==> src/rtl/sweep_timer_pkg.sv <==
// Shared types and helpers for the multi-axis sweep-duration timer.
// Channel state encoding, the default counter width and width helpers.
package sweep_timer_pkg;

   typedef enum logic [1:0] {
      IDLE   = 2'd0,
      RECORD = 2'd1,
      READY  = 2'd2,
      REPLAY = 2'd3
   } state_t;

   localparam int CNT_W_DEF = 22;

   // All-ones value of a w-bit counter; w is expected to stay below 64.
   function automatic logic [63:0] sat_max(input int w);
      return (64'd1 << w) - 64'd1;
   endfunction

   // Prescaler counter width; a single bit is kept even when PRESCALE is 1.
   function automatic int presc_w(input int p);
      return (p <= 1) ? 1 : $clog2(p);
   endfunction

endpackage

==> src/rtl/sweep_timer_if.sv <==
// Bus between the tracker FSM (master) and the sweep timer (slave).
// All vectors carry one bit (or one CNT_W field) per axis.
interface sweep_timer_if
   import sweep_timer_pkg::*;
#(
   parameter int NUM_AXES = 2,
   parameter int CNT_W    = CNT_W_DEF
);
   logic [NUM_AXES-1:0]       CLR;
   logic [NUM_AXES-1:0]       REC;
   logic [NUM_AXES-1:0]       PLAY_START;
   logic [NUM_AXES-1:0]       HALF;
   logic [NUM_AXES-1:0]       PLAY_ACTIVE;
   logic [NUM_AXES-1:0]       PLAY_DONE;
   logic [NUM_AXES-1:0]       LEN_VALID;
   logic [NUM_AXES-1:0]       OVF;
   logic [NUM_AXES*CNT_W-1:0] SWEEP_LEN;

   modport master (
      output CLR, REC, PLAY_START, HALF,
      input  PLAY_ACTIVE, PLAY_DONE, LEN_VALID, OVF, SWEEP_LEN
   );

   modport slave (
      input  CLR, REC, PLAY_START, HALF,
      output PLAY_ACTIVE, PLAY_DONE, LEN_VALID, OVF, SWEEP_LEN
   );
endinterface

==> src/rtl/sweep_channel.sv <==
// One axis: measures a sweep in prescaler ticks, then replays the stored
// length (or half of it) as a PLAY_ACTIVE window closed by a done pulse.
module sweep_channel
   import sweep_timer_pkg::*;
#(
   parameter int CNT_W = CNT_W_DEF
) (
   input  logic             CLK,
   input  logic             RST_N,
   input  logic             tick,
   input  logic             clr,
   input  logic             rec,
   input  logic             play_start,
   input  logic             half,
   output logic             play_active,
   output logic             play_done,
   output logic             len_valid,
   output logic             ovf,
   output logic [CNT_W-1:0] len
);

   localparam logic [CNT_W-1:0] LEN_MAX = CNT_W'(sat_max(CNT_W));
   localparam logic [CNT_W-1:0] ONE     = CNT_W'(1);

   state_t           state, state_n;
   logic [CNT_W-1:0] cnt, cnt_n, len_n, load;
   logic             act_n, done_n, vld_n, ovf_n;

   always_ff @(posedge CLK or negedge RST_N) begin
      if (!RST_N) begin
         state       <= IDLE;
         len         <= '0;
         cnt         <= '0;
         play_active <= 1'b0;
         play_done   <= 1'b0;
         len_valid   <= 1'b0;
         ovf         <= 1'b0;
      end else begin
         state       <= state_n;
         len         <= len_n;
         cnt         <= cnt_n;
         play_active <= act_n;
         play_done   <= done_n;
         len_valid   <= vld_n;
         ovf         <= ovf_n;
      end
   end

   always_comb begin
      state_n = state;
      len_n   = len;
      cnt_n   = cnt;
      act_n   = play_active;
      done_n  = 1'b0;
      vld_n   = len_valid;
      ovf_n   = ovf;
      load    = half ? (len >> 1) : len;

      if (clr) begin
         state_n = IDLE;
         len_n   = '0;
         cnt_n   = '0;
         act_n   = 1'b0;
         vld_n   = 1'b0;
         ovf_n   = 1'b0;
      end else begin
         case (state)
            IDLE: begin
               if (rec) begin
                  state_n = RECORD;
                  len_n   = CNT_W'(tick);
               end
            end
            RECORD: begin
               // The falling edge of REC closes the measurement without counting.
               if (!rec) begin
                  state_n = READY;
                  vld_n   = 1'b1;
               end else if (tick) begin
                  if (len == LEN_MAX) ovf_n = 1'b1;
                  else                len_n = len + ONE;
               end
            end
            READY: begin
               if (rec) begin
                  state_n = RECORD;
                  len_n   = CNT_W'(tick);
                  vld_n   = 1'b0;
               end else if (play_start) begin
                  // An empty replay still answers with a done pulse.
                  if (load != '0) begin
                     state_n = REPLAY;
                     cnt_n   = load;
                     act_n   = 1'b1;
                  end else begin
                     done_n  = 1'b1;
                  end
               end
            end
            REPLAY: begin
               if (tick) begin
                  if (cnt == ONE) begin
                     state_n = READY;
                     cnt_n   = '0;
                     act_n   = 1'b0;
                     done_n  = 1'b1;
                  end else begin
                     cnt_n   = cnt - ONE;
                  end
               end
            end
            default: state_n = IDLE;
         endcase
      end
   end

endmodule

==> src/rtl/sweep_timer.sv <==
// Sweep-duration timer: a shared tick prescaler feeding NUM_AXES
// independent record/replay channels.
module sweep_timer
   import sweep_timer_pkg::*;
#(
   parameter int NUM_AXES = 2,
   parameter int CNT_W    = CNT_W_DEF,
   parameter int PRESCALE = 1
) (
   input  logic        CLK,
   input  logic        RST_N,
   sweep_timer_if.slave bus
);

   localparam int             PW   = presc_w(PRESCALE);
   localparam logic [PW-1:0]  PMAX = PW'(PRESCALE - 1);

   logic [PW-1:0]                  presc;
   logic                           tick;
   logic [NUM_AXES-1:0]            act, done, vld, ovf;
   logic [NUM_AXES-1:0][CNT_W-1:0] lens;

   // Free-running; only reset realigns it, channel clears do not.
   always_ff @(posedge CLK or negedge RST_N) begin
      if (!RST_N)             presc <= '0;
      else if (presc == PMAX) presc <= '0;
      else                    presc <= presc + PW'(1);
   end

   assign tick = (presc == PMAX);

   for (genvar i = 0; i < NUM_AXES; i++) begin : g_ch
      sweep_channel #(.CNT_W(CNT_W)) u_ch (
         .CLK         (CLK),
         .RST_N       (RST_N),
         .tick        (tick),
         .clr         (bus.CLR[i]),
         .rec         (bus.REC[i]),
         .play_start  (bus.PLAY_START[i]),
         .half        (bus.HALF[i]),
         .play_active (act[i]),
         .play_done   (done[i]),
         .len_valid   (vld[i]),
         .ovf         (ovf[i]),
         .len         (lens[i])
      );
   end

   assign bus.PLAY_ACTIVE = act;
   assign bus.PLAY_DONE   = done;
   assign bus.LEN_VALID   = vld;
   assign bus.OVF         = ovf;
   assign bus.SWEEP_LEN   = lens;

endmodule

==> src/flat_wrapper.sv <==
// flat-port wrapper written by rule: the top's interface ports become plain ports
module sweep_timer_flat import sweep_timer_pkg::*;
#(
   parameter int NUM_AXES = 2,
   parameter int CNT_W    = CNT_W_DEF,
   parameter int PRESCALE = 1
)
  (CLK, RST_N, bus_CLR, bus_REC, bus_PLAY_START, bus_HALF, bus_PLAY_ACTIVE, bus_PLAY_DONE, bus_LEN_VALID, bus_OVF, bus_SWEEP_LEN);
  sweep_timer_if #(.NUM_AXES(NUM_AXES), .CNT_W(CNT_W)) bus_i ();
  input  logic CLK;
  input  logic RST_N;
  input wire logic [$bits(bus_i.CLR)-1:0] bus_CLR;
  input wire logic [$bits(bus_i.REC)-1:0] bus_REC;
  input wire logic [$bits(bus_i.PLAY_START)-1:0] bus_PLAY_START;
  input wire logic [$bits(bus_i.HALF)-1:0] bus_HALF;
  output wire logic [$bits(bus_i.PLAY_ACTIVE)-1:0] bus_PLAY_ACTIVE;
  output wire logic [$bits(bus_i.PLAY_DONE)-1:0] bus_PLAY_DONE;
  output wire logic [$bits(bus_i.LEN_VALID)-1:0] bus_LEN_VALID;
  output wire logic [$bits(bus_i.OVF)-1:0] bus_OVF;
  output wire logic [$bits(bus_i.SWEEP_LEN)-1:0] bus_SWEEP_LEN;
  assign bus_i.CLR = bus_CLR;
  assign bus_i.REC = bus_REC;
  assign bus_i.PLAY_START = bus_PLAY_START;
  assign bus_i.HALF = bus_HALF;
  assign bus_PLAY_ACTIVE = bus_i.PLAY_ACTIVE;
  assign bus_PLAY_DONE = bus_i.PLAY_DONE;
  assign bus_LEN_VALID = bus_i.LEN_VALID;
  assign bus_OVF = bus_i.OVF;
  assign bus_SWEEP_LEN = bus_i.SWEEP_LEN;
  sweep_timer #(.NUM_AXES(NUM_AXES), .CNT_W(CNT_W), .PRESCALE(PRESCALE)) u_core (.CLK(CLK), .RST_N(RST_N), .bus(bus_i));
endmodule
==> config.mk <==
export PLATFORM = sky130hd
export DESIGN_NAME = sweep_timer_flat
export DESIGN_NICKNAME = d
export VERILOG_FILES = /design/src/rtl/sweep_timer_pkg.sv /design/src/rtl/sweep_timer_if.sv /design/src/rtl/sweep_channel.sv /design/src/rtl/sweep_timer.sv /design/src/flat_wrapper.sv
export SDC_FILE = /design/constraint.sdc
export NUM_CORES = 1
export LEC_CHECK = 0
export ABC_AREA = 1
export BUFFER_PORTS_ARGS = -buffer_cell sky130_fd_sc_hd__buf_4
export CAP_MARGIN = 25
export CELL_PAD_IN_SITES_DETAIL_PLACEMENT = 0
export CELL_PAD_IN_SITES_GLOBAL_PLACEMENT = 1
export CORE_MARGIN = 4
export CORE_UTILIZATION = 47
export CTS_CLUSTER_DIAMETER = 30
export CTS_CLUSTER_SIZE = 10
export DETAILED_ROUTE_END_ITERATION = 10
export GPL_TIMING_DRIVEN = 1
export PLACE_DENSITY = 0.95
export SETUP_SLACK_MARGIN = 0.4
export SLEW_MARGIN = 20
export SYNTH_ARGS = -nofsm -noshare
export SYNTH_HDL_FRONTEND = slang
export SYNTH_SLANG_ARGS = --single-unit
==> constraint.sdc <==
create_clock -name CLK -period 5 [get_ports CLK]
set_input_delay 0 -clock CLK [delete_from_list [all_inputs] [get_ports CLK]]
set_output_delay 0 -clock CLK [all_outputs]
set_load 0.005 [all_outputs]
==> impl_metrics.py <==
metrics = {
    "hold_path": {
        "hold_depth": 3,
        "hp-start": "bus_PLAY_START[1]",
        "min_to": "u_core.g_ch[1].u_ch.play_done",
        "min_path_type": "in2reg",
    },
    "setup_path": {
        "cp_slowest_stage_delay_ps": 680,
        "start_kind": "flop",
        "crit_arrival_ps": 3110,
        "cp-end-kind": "flop",
        "crit_slowest_cell": "nand2_1",
        "cp_top_family": "simple AND/OR/NAND/NOR gates",
        "crit_path_frequent_cell": "nand2_1",
        "crit_chain": "ha_1 -> nand3_2 -> nor2_2 -> nand4_1 -> nor2_1 -> nand3_1 -> nand2_1 -> inv_2 -> nand2_1 -> o21ai_1",
        "r2r_end": "u_core.g_ch[0].u_ch.len[8]",
        "path_class": "reg2reg",
        "rr_worst_depth": 10,
        "reg2reg_slack_ps": 2120,
        "cp_num_buf_inv": 1,
        "r2r_start": "u_core.g_ch[0].u_ch.len[0]",
        "required_ps": 5230,
        "cp_max_fo": 29,
    },
    "yosys": {
        "ys_types": 46,
        "syn_area_um2": 7854,
        "async_flop_share": 1.000,
        "netlist_instances": 1213,
        "ys_ff_latch": 100,
        "synth_nets": 1229,
        "ys_seq_area_frac": 0.3186,
        "avgSynthCellArea_um2": 6.475,
        "synth_ff_type": "dfrtp_1",
        "synth_warnings": 0,
        "synth_edf_count": 0,
    },
    "power": {
        "vdd_drop_max_mv": 0.2063,
        "leakagePower_nw": 4.097,
        "p_per_area_nw_per_um2": 403.1,
    },
    "clock_network": {
        "cts_root_buf": "clkbuf_16",
        "cts_buffers": 9,
        "clk_latency_ps": 350,
        "cts_buffer_depth": 2,
        "cts_resized": 0,
        "clock_sinks": 100,
        "cts_tree": "done",
        "clk_pin_slew_ps": 70,
        "cts-htree-levels": 3,
    },
    "placed_design": {
        "hpwl_um": 16650,
        "io_buffer_count": 61,
        "dp.cells": 1441,
        "gp_congestion": 0.9418,
        "preCtsSetupSlack_ps": 2174,
    },
    "route": {
        "vias": 7814,
        "drt_pre_antenna_iters": 5,
        "drt_wl_total_um": 22800,
        "ant_nets": 0,
        "avgRoutedWirePerCell_um": 15.64,
        "post-route-drc-count": 0,
        "drt_iter0_drc": 970,
        "via_per_inst": 5.359,
    },
    "timing": {
        "hold_violations": 0,
        "fmax_mhz": 346.7,
        "relSlewSlack": 0.3853,
        "timing.setup.tns_ps": 0,
        "setup_ws_ps": 2116,
        "period_minus_slack_ps": 2884,
        "maxSlewViolCount": 0,
        "finClkSkew_ps": 8.253,
        "fin_crit_sh": 0.5768,
        "setup_viol": 0,
        "worst_pin_slew_ps": 919.9,
        "rsz0062_at_grt": "no",
    },
    "cells_and_area": {
        "drive_gt1_frac": 0.1079,
        "area_growth_pct": 8.746,
        "fin_cells": 1458,
        "fillers": 1682,
        "area.sequential_um2": 2502,
        "multi_input_area_um2": 4616,
        "diodes": 0,
        "nets": 1254,
    },
    "floorplanning": {
        "die_w_um": 137.3,
        "pin_count": 62,
        "core_um2": 16120,
        "dieArea_um2": 18840,
        "initial_core_util": 0.4873,
        "die_y_um": 137.3,
        "row_count": 46,
    },
    "global_route": {
        "grt_pass1_vias": 7033,
        "gr-total-overflow": 0,
        "grtUsageTotal": 0.2494,
        "grt_pass1_wl_um": 37210,
        "antenna_found_initial": 0,
        "grt_max_degree": 64,
    },
    "job": {
        "drv_cap": 0,
    },
    "run_status": {
        "outcome": "completed",
    },
}
-- how the worst max path moves through the flow --
stage          slack (ps)                         start                    endpoint  depth (start not counted)
6_report             2120    u_core.g_ch[0].u_ch.len[0]  u_core.g_ch[0].u_ch.len[8]                         10
5_1_grt              1800    u_core.g_ch[0].u_ch.len[0]  u_core.g_ch[0].u_ch.len[8]                         10
4_1_cts              2120    u_core.g_ch[0].u_ch.len[0]  u_core.g_ch[0].u_ch.len[8]                         10
3_5_place_dp         2170    u_core.g_ch[0].u_ch.len[0]  u_core.g_ch[0].u_ch.len[8]                         10
3_3_place_gp         2260  u_core.g_ch[1].u_ch.state[0]  u_core.g_ch[1].u_ch.len[4]                          8
2_1_floorplan        3140    u_core.g_ch[1].u_ch.len[0]  u_core.g_ch[1].u_ch.len[0]                         10
-- routing by layer --
metal | wire length (um) | GRT usage | share of wire
met5 | 0 | 0 | 0
met4 | 406 | 0.07373 | 0.018
met3 | 1393 | 0.02593 | 0.061
met2 | 9820 | 0.3670 | 0.43
met1 | 11180 | 0.3848 | 0.49
-- where the power goes --
part,internal [W],leakage (nW),switching [W]
Sequential,0.000914,1.37,0.000171
Clock,0.000400,0.140,0.000320
Combinational,0.000568,2.59,0.00107
Total,0.00188,4.10,0.00156
-- cells by family (layout without fill, tap and decap cells) --
group | count (synthesis) | after routing | synth area share
adder cells (fa/ha/maj) | 6 | 6 | 0.009558
AO/OA/AOI/OAI | 164 | 164 | 0.1195
flip-flops | 100 | 100 | 0.3186
XOR/XNOR | 48 | 48 | 0.05353
buffers and inverters | 147 | 176 | 0.09367
AND/OR/NAND/NOR | 748 | 748 | 0.4051
-- cells in the final DEF, fill, tap and decap left out, types with 4 or more instances in the layout --
cell and n:
nand2_2 11, nand4_1 30, o21ai_1 28, nand3_2 4
nor4_1 5, a21oi_1 27, ha_1 6, clkbuf_16 9
xnor2_1 20, nand2_1 403, inv_2 9, nor2_1 173
xor2_1 28, inv_1 87, o21ai_0 72, o21ai_2 16
dfrtp_1 100, buf_4 62, nand3_1 70, nor3_1 28
or2_2 6, o22ai_1 9
-- worst reg2reg max path: stages (launching register included) --
cell     delay [ps]
dfrtp_1         530
ha_1            340
nand3_2         160
nor2_2          170
nand4_1         110
nor2_1          170
nand3_1          90
nand2_1         680
inv_2           310
nand2_1         140
o21ai_1          70
-- timing repair --
action                                 4_1_cts  5_1_grt
buffers inserted                             0        0
hold buffers                                 1        0
endpoints found under the hold margin       37        0
-- cells in the mapped netlist (all sizes together), types with 13 or more instances --
| library cell | n | area, um^2 |
|---|---|---|
| nand2 | 417 | 1615 |
| nand4 | 30 | 187.7 |
| nor3 | 30 | 160.2 |
| clkbuf | 13 | 50.04 |
| buf | 37 | 321.6 |
| dfrtp | 100 | 2502 |
| a21oi | 27 | 135.1 |
| nor2 | 178 | 690.7 |
| o21ai | 116 | 640.6 |
| nand3 | 74 | 390.4 |
| xor2 | 28 | 245.2 |
| inv | 96 | 360.3 |
| xnor2 | 20 | 175.2 |
-- flip-flops by register name, summed over array words and instances (netlist names) --
register / flops
u_core.g_ch.u_ch.cnt: 44
u_core.g_ch.u_ch.state: 4
u_core.g_ch.u_ch.ovf: 2
u_core.g_ch.u_ch.len_valid: 2
u_core.g_ch.u_ch.len: 44
u_core.g_ch.u_ch.play_active: 2
u_core.g_ch.u_ch.play_done: 2
-- stage by stage --
stage	area (um^2)	utilization	hold WS [ps]	power, W
floorplan	7854	-	-295.6	0.002392
global placement	8218	0.5099	0.4156	0.002691
detailed placement	8218	0.5099	4.930	0.002689
CTS	8513	0.5283	6.060	0.003423
global route	8541	0.5300	35.93	0.003711
finish	8541	0.5300	18.01	0.003442
-- final cells by class --
class	instances	area share
sequential	100	0.2930
multi-input combinational	966	0.5404
inverter	97	0.04263
clock inverter	2	0.004102
tap	216	0.03164
clock buffer	13	0.02930
timing repair buffer	64	0.05889
Power figures use the tool's default switching activity.
